===== src/rtl/mas_alu_v2_pkg.sv =====
// Shared types for the multi-cycle add/sub/shift ALU: command codes, FSM states, flag bit positions.
// Latency: n/a (declarations only).
// Backpressure: n/a.
package mas_alu_v2_pkg;

  // Command encoding; codes 5..7 are illegal and flagged by the ALU.
  typedef enum logic [2:0] {
    CMD_ADD = 3'd0,
    CMD_SUB = 3'd1,
    CMD_SLL = 3'd2,
    CMD_SRL = 3'd3,
    CMD_SRA = 3'd4
  } type_mas_alu_cmd_v2;

  // Control FSM states.
  typedef enum logic [1:0] {
    ST_IDLE = 2'd0,
    ST_OPER = 2'd1,
    ST_DONE = 2'd2
  } type_mas_alu_state_v2;

  // Bit positions inside the {C,V,Z,N} flag vector.
  localparam int FLAG_C = 3;
  localparam int FLAG_V = 2;
  localparam int FLAG_Z = 1;
  localparam int FLAG_N = 0;

endpackage


===== src/rtl/mas_alu_v2_shifter.sv =====
// Iterative one-bit-per-cycle shifter: operand register, down-counter, last bit shifted out.
// Latency: k step cycles after load until cnt_zero.
// Backpressure: none; shifts only while step is high and the count is nonzero.
module mas_alu_v2_shifter
  import mas_alu_v2_pkg::*;
#(
  parameter int BLEN = 32
) (
  input  logic                     clk,
  input  logic                     rst_n,
  input  logic                     load,
  input  logic                     step,
  input  type_mas_alu_cmd_v2       cmd,
  input  logic [BLEN-1:0]          op_in,
  input  logic [$clog2(BLEN)-1:0]  amt,
  output logic [BLEN-1:0]          opr,
  output logic                     cnt_zero,
  output logic                     last_out
);

  localparam int KW = $clog2(BLEN);

  logic [KW-1:0] cnt;

  assign cnt_zero = (cnt == '0);

  // Load operand/count at accept, then shift by one and count down each step.
  always_ff @(posedge clk or negedge rst_n) begin
    if (!rst_n) begin
      opr      <= '0;
      cnt      <= '0;
      last_out <= 1'b0;
    end else if (load) begin
      opr      <= op_in;
      cnt      <= amt;
      last_out <= 1'b0;
    end else if (step && !cnt_zero) begin
      cnt <= cnt - KW'(1);
      case (cmd)
        CMD_SLL: begin
          last_out <= opr[BLEN-1];
          opr      <= {opr[BLEN-2:0], 1'b0};
        end
        CMD_SRL: begin
          last_out <= opr[0];
          opr      <= {1'b0, opr[BLEN-1:1]};
        end
        CMD_SRA: begin
          last_out <= opr[0];
          opr      <= {opr[BLEN-1], opr[BLEN-1:1]};
        end
        default: begin
          last_out <= last_out;
          opr      <= opr;
        end
      endcase
    end
  end

endmodule


===== src/rtl/mas_alu_v2.sv =====
// Multi-cycle ALU: single-cycle ADD/SUB (optional saturation), iterative SLL/SRL/SRA.
// Latency: 1+k edges from accept to ready (k=0 for ADD/SUB/illegal).
// Backpressure: req is only sampled in IDLE; requests while busy are dropped, not queued.
module mas_alu_v2
  import mas_alu_v2_pkg::*;
#(
  parameter int BLEN   = 32,
  parameter bit SAT_EN = 1'b0
) (
  input  logic               clk,
  input  logic               rst_n,
  input  logic               mas_alu_req,
  input  type_mas_alu_cmd_v2 mas_alu_cmd,
  input  logic [BLEN-1:0]    mas_alu_op1,
  input  logic [BLEN-1:0]    mas_alu_op2,
  output logic [BLEN-1:0]    mas_alu_res,
  output logic [3:0]         mas_alu_flags,
  output logic               mas_alu_err,
  output logic               mas_alu_ready,
  output logic               mas_alu_busy
);

  localparam int KW = $clog2(BLEN);
  localparam logic [BLEN-1:0] SMAX = {1'b0, {(BLEN-1){1'b1}}};
  localparam logic [BLEN-1:0] SMIN = {1'b1, {(BLEN-1){1'b0}}};

  type_mas_alu_state_v2 state_q, state_d;
  type_mas_alu_cmd_v2   cmd_q;
  logic [BLEN-1:0]      a_q, b_q;

  logic            accept, is_shift_in, is_shift_q, finish;
  logic [KW-1:0]   sh_amt;
  logic [BLEN-1:0] sh_opr;
  logic            sh_cnt_zero, sh_last;

  logic [BLEN-1:0] b_eff;
  logic            is_sub;
  logic [BLEN:0]   sum;
  logic            ovf;

  logic [BLEN-1:0] res_d;
  logic [3:0]      flags_d;
  logic            err_d;

  assign accept      = (state_q == ST_IDLE) && mas_alu_req;
  assign is_shift_in = (mas_alu_cmd == CMD_SLL) || (mas_alu_cmd == CMD_SRL) || (mas_alu_cmd == CMD_SRA);
  assign is_shift_q  = (cmd_q == CMD_SLL) || (cmd_q == CMD_SRL) || (cmd_q == CMD_SRA);
  // Non-shift commands enter with a zero count so they finish after one OPER cycle.
  assign sh_amt      = is_shift_in ? mas_alu_op2[KW-1:0] : '0;
  assign finish      = (state_q == ST_OPER) && (!is_shift_q || sh_cnt_zero);

  assign mas_alu_ready = (state_q == ST_DONE);
  assign mas_alu_busy  = (state_q != ST_IDLE);

  mas_alu_v2_shifter #(.BLEN(BLEN)) u_shifter (
    .clk      (clk),
    .rst_n    (rst_n),
    .load     (accept),
    .step     (state_q == ST_OPER),
    .cmd      (cmd_q),
    .op_in    (mas_alu_op1),
    .amt      (sh_amt),
    .opr      (sh_opr),
    .cnt_zero (sh_cnt_zero),
    .last_out (sh_last)
  );

  // State register.
  always_ff @(posedge clk or negedge rst_n) begin
    if (!rst_n) state_q <= ST_IDLE;
    else        state_q <= state_d;
  end

  // Next-state logic: IDLE -> OPER on accept, OPER -> DONE when finished, DONE -> IDLE always.
  always_comb begin
    state_d = state_q;
    case (state_q)
      ST_IDLE: if (mas_alu_req) state_d = ST_OPER;
      ST_OPER: if (finish)      state_d = ST_DONE;
      ST_DONE:                  state_d = ST_IDLE;
      default:                  state_d = ST_IDLE;
    endcase
  end

  // Latch the command and operands at accept.
  always_ff @(posedge clk or negedge rst_n) begin
    if (!rst_n) begin
      cmd_q <= CMD_ADD;
      a_q   <= '0;
      b_q   <= '0;
    end else if (accept) begin
      cmd_q <= mas_alu_cmd;
      a_q   <= mas_alu_op1;
      b_q   <= mas_alu_op2;
    end
  end

  // BLEN+1 bit add; SUB is op1 + ~op2 + 1 so carry-out means "no borrow".
  always_comb begin
    is_sub = (cmd_q == CMD_SUB);
    b_eff  = is_sub ? ~b_q : b_q;
    sum    = {1'b0, a_q} + {1'b0, b_eff} + {{BLEN{1'b0}}, is_sub};
    ovf    = (a_q[BLEN-1] == b_eff[BLEN-1]) && (sum[BLEN-1] != a_q[BLEN-1]);
  end

  // Result/flag selection for the completing command.
  always_comb begin
    res_d   = '0;
    flags_d = '0;
    err_d   = 1'b0;
    case (cmd_q)
      CMD_ADD, CMD_SUB: begin
        res_d           = sum[BLEN-1:0];
        flags_d[FLAG_C] = sum[BLEN];
        flags_d[FLAG_V] = ovf;
        // Overflow direction follows op1's sign (both effective operands share it).
        if (SAT_EN && ovf) res_d = a_q[BLEN-1] ? SMIN : SMAX;
      end
      CMD_SLL, CMD_SRL, CMD_SRA: begin
        res_d           = sh_opr;
        flags_d[FLAG_C] = sh_last;
      end
      default: err_d = 1'b1;
    endcase
    if (!err_d) begin
      flags_d[FLAG_Z] = (res_d == '0);
      flags_d[FLAG_N] = res_d[BLEN-1];
    end
  end

  // Output registers update only on completion and hold otherwise.
  always_ff @(posedge clk or negedge rst_n) begin
    if (!rst_n) begin
      mas_alu_res   <= '0;
      mas_alu_flags <= '0;
      mas_alu_err   <= 1'b0;
    end else if (finish) begin
      mas_alu_res   <= res_d;
      mas_alu_flags <= flags_d;
      mas_alu_err   <= err_d;
    end
  end

endmodule


===== config.mk =====
export PLATFORM = sky130hd
export DESIGN_NAME = mas_alu_v2
export DESIGN_NICKNAME = d
export VERILOG_FILES = /design/src/rtl/mas_alu_v2_pkg.sv /design/src/rtl/mas_alu_v2_shifter.sv /design/src/rtl/mas_alu_v2.sv
export SDC_FILE = /design/constraint.sdc
export NUM_CORES = 1
export LEC_CHECK = 0
export CAP_MARGIN = 15
export CORE_MARGIN = 5
export CORE_UTILIZATION = 27
export DETAILED_ROUTE_END_ITERATION = 12
export PLACE_DENSITY = 0.51
export RECOVER_POWER = 50
export SLEW_MARGIN = 20
export SYNTH_ARGS = -nofsm -noshare
export SYNTH_HDL_FRONTEND = slang
export SYNTH_HIERARCHICAL = 1
export SYNTH_SLANG_ARGS = --single-unit

===== constraint.sdc =====
create_clock -name clk -period 9.2 [get_ports clk]
set_clock_uncertainty 0.1 [all_clocks]
set_input_delay 2.76 -clock clk [delete_from_list [all_inputs] [get_ports clk]]
set_output_delay 2.76 -clock clk [all_outputs]
set_load 0.02 [all_outputs]

==> results_dict.tcl <==
set metrics [dict create \
    first_global_vias 8353 \
    slew_viol_final 197 \
    numCtsBuffers 17 \
    antenna_found_initial 1 \
    clkTransAtPathRegs_ps 70 \
    wl_per_cell_um 19.7 \
    synth_fp_nets 1147 \
    diodes 0 \
    drt_iter0_drc 722 \
    fin_hold_ws_ps 379 \
    synth_area_mm2 0.00956 \
    avgSynthCellArea_um2 9.20 \
    finalSetupViolations 0 \
    synth-main-ff-cell "dfrtp_1" \
    postCtsSetupRepairBufs 0 \
    fin_tns_setup_ps 0 \
    tightest_slew_ps 3100 \
    synth_cells 1039 \
    yosys-top-cells-area "dfrtp_1, mux2_2, a21oi_1" \
    first_pass_iters 5 \
    port_buffers 108 \
    setup_ws_ps 2500 \
    netlist-cell-type-count 72 \
    synth_top_area_cell "dfrtp_1" \
    arrival_ps 6920 \
    crit_chain "dlygate4sd3_1 -> inv_1 -> nor2_4 -> clkbuf_1 -> buf_4 -> mux2_2" \
    yosys_register_bits 144 \
    grtUsageTotal_pct 15.8 \
    htree_levels 4 \
    worstSetupPathType "input port to flip-flop" \
    yosysSeqAreaShare_pct 37.7 \
    hold_viol 0 \
    cts_tree "built" \
    die-width_um 198 \
    fin_crit_sh_pct 72.8 \
    grt.overflow.total 0 \
    place_ws_ps 3710 \
    insertion_delay_ps 440 \
    core_mm2 0.0352 \
    min_path_type "flip-flop to flip-flop" \
    cts_num_sinks 144 \
    io_pins 109 \
    cp_num_buf_inv 4 \
    cpPeakStageDelay_ps 1960 \
    async_flop_share_pct 100 \
    end_kind "flip-flop" \
    initial_core_util_pct 27.1 \
    slew_headroom_pct -107 \
    yosys_warnings 6 \
    crit_family "buffers and inverters" \
    drt-total-wl_mm 31.2 \
    final_antenna_net_count 0 \
    synth_top_area_share_pct 37.7 \
    dp_hpwl_mm 21.6 \
    max_freq_mhz 149 \
    cts_root_buf "clkbuf_16" \
    drc 0 \
    crit_slowest_cell "clkbuf_1" \
    status "finished, violations left" \
    area_growth_pct 21.7 \
    path_max_fanout 84 \
    clock_path_buffers 2 \
    route.vias.total 8316 \
    die-area_mm2 0.0393 \
    viasPerCell 5.25 \
    failed_checks "max-capacitance violations, max-slew violations" \
    rsz0062_at_grt "no" \
    nets 1219 \
    die_y_um 198 \
    cp-start-kind "input port" \
    synth_edf_count 0 \
    rows 69 \
    cts.repair.resized 0 \
    max-cap-violations 4 \
    ctsHoldBuffers 0 \
    fin_crit_ps 6700 \
    gp_congestion 0.811 \
    grt_max_degree 92 \
    required_ps 9420 \
    drive_gt1_share_pct 13.0 \
    grt_pass1_wl_mm 49.0 \
]
registers in the layout, summed over array words and instances (netlist names):
name and cells:
u_shifter/last_out 1, mas_alu_res 32, u_shifter/opr 32, mas_alu_err 1
cmd_q 3, state_q 2, b_q 32, u_shifter/cnt 5
mas_alu_flags 4, a_q 32
Yosys cell counts, types with 3 or more instances:
cell and number:
dfrtp_1 144, a21oi_1 103, o21ai_0 78, mux2_2 76, nand2_1 75, nor2_1 73, clkbuf_1 55, nand3_1 43
nor2b_1 43, xnor2_1 41, ha_1 37, nor3b_1 33, o32a_1 31, nor3_1 13, inv_1 12, mux2i_1 11
nand4_1 10, o21a_1 10, or3_1 10, a221oi_1 8, buf_1 8, a211oi_1 7, a21o_1 7, and3_1 6
buf_2 6, nand2b_1 6, o31ai_1 6, a22oi_1 5, xor2_1 5, o2111ai_1 4, o21bai_1 4, o31a_1 4
a221o_1 3, a31oi_1 3, buf_4 3, nor4_1 3
layer usage:
metal	routed length (um)	part of all wire, %	track usage [%]	vias up
li1	-	-	-	3962
met1	15400	49	23.6	4032
met2	13400	43	23.2	276
met3	1790	5.7	2.96	44
met4	645	2.1	4.74	2
met5	13	0.042	0	-
worst register-to-register path, delay by kind of cell (launching register included):
kind	cells	cell delay, ps
AOI/OAI and AO/OA	4	1220
adders and majority gates	1	460
and+or+nand+nor	7	1820
xor gates and xnor gates	1	170
DFF	1	340
buffers and inverters	2	2310
area by class of cell:
| cell class | instances | area (um2) |
|---|---|---|
| Clock inverter | 15 | 149 |
| Sequential cell | 144 | 3600 |
| Fill cell | 3664 | 23600 |
| Multi-Input combinational cell | 810 | 5630 |
| Timing Repair Buffer | 125 | 1190 |
| Clock buffer | 17 | 425 |
| Tap cell | 461 | 577 |
| Inverter | 13 | 48.8 |
worst paths after layout:
kind	startpoint	to	slack (ps)	depth (start not counted)
max in group asynchronous	rst_n	mas_alu_res[26]$_DFFE_PN0P_	3280	2
worst max-delay path	mas_alu_req	a_q[11]$_DFFE_PN0P_	2500	6
worst min register to register	mas_alu_res[30]$_DFFE_PN0P_	mas_alu_res[30]$_DFFE_PN0P_	380	2
min in group asynchronous	rst_n	b_q[6]$_DFFE_PN0P_	2300	1
worst min-delay path	mas_alu_res[30]$_DFFE_PN0P_	mas_alu_res[30]$_DFFE_PN0P_	380	2
worst max register to register	cmd_q[1]$_DFFE_PN0P_	mas_alu_flags[1]$_DFFE_PN0P_	2730	15
metrics by stage:
| stage | std cells | utilization [%] | instance area, um2 |
|---|---|---|---|
| after CTS | 1585 | 33.1 | 11700 |
| after global routing | 1585 | 33.0 | 11600 |
| after floorplan | 1039 | - | 9560 |
| after global placement | 1553 | 31.5 | 11100 |
| final | 1585 | 33.0 | 11600 |
| after detailed placement | 1553 | 31.5 | 11100 |
kinds of logic after synthesis:
kind of cell / share of synthesized area (%)
AO/OA/AOI/OAI: 21.2
XOR/XNOR: 4.21
adder cells (fa/ha/maj): 5.05
buffers and inverters: 3.53
flip-flops: 37.7
multiplexers: 10.1
AND/OR/NAND/NOR: 18.2
placed cells by master, fill, tap and decap left out, drive strengths merged, types with 5 or more instances in the layout:
cell             n
o32a            31
clkdlybuf4s50  106
inv             21
xnor2           41
o21ai           80
clkbuf          21
nor2b           44
buf             14
a211oi          10
a22oi            5
nand2b           6
or3             10
o21a            12
nand3           43
nor3            13
and3             6
dfrtp          144
xor2             5
o31ai            7
nor3b           33
a221oi           8
clkinv           5
mux2            76
nand2           75
a21o             7
ha              37
mux2i           11
nand4           10
a21oi          105
nor2            73
Power is not shown: default switching activity piles up to over one toggle a cycle in this logic, so the estimate is an artifact.
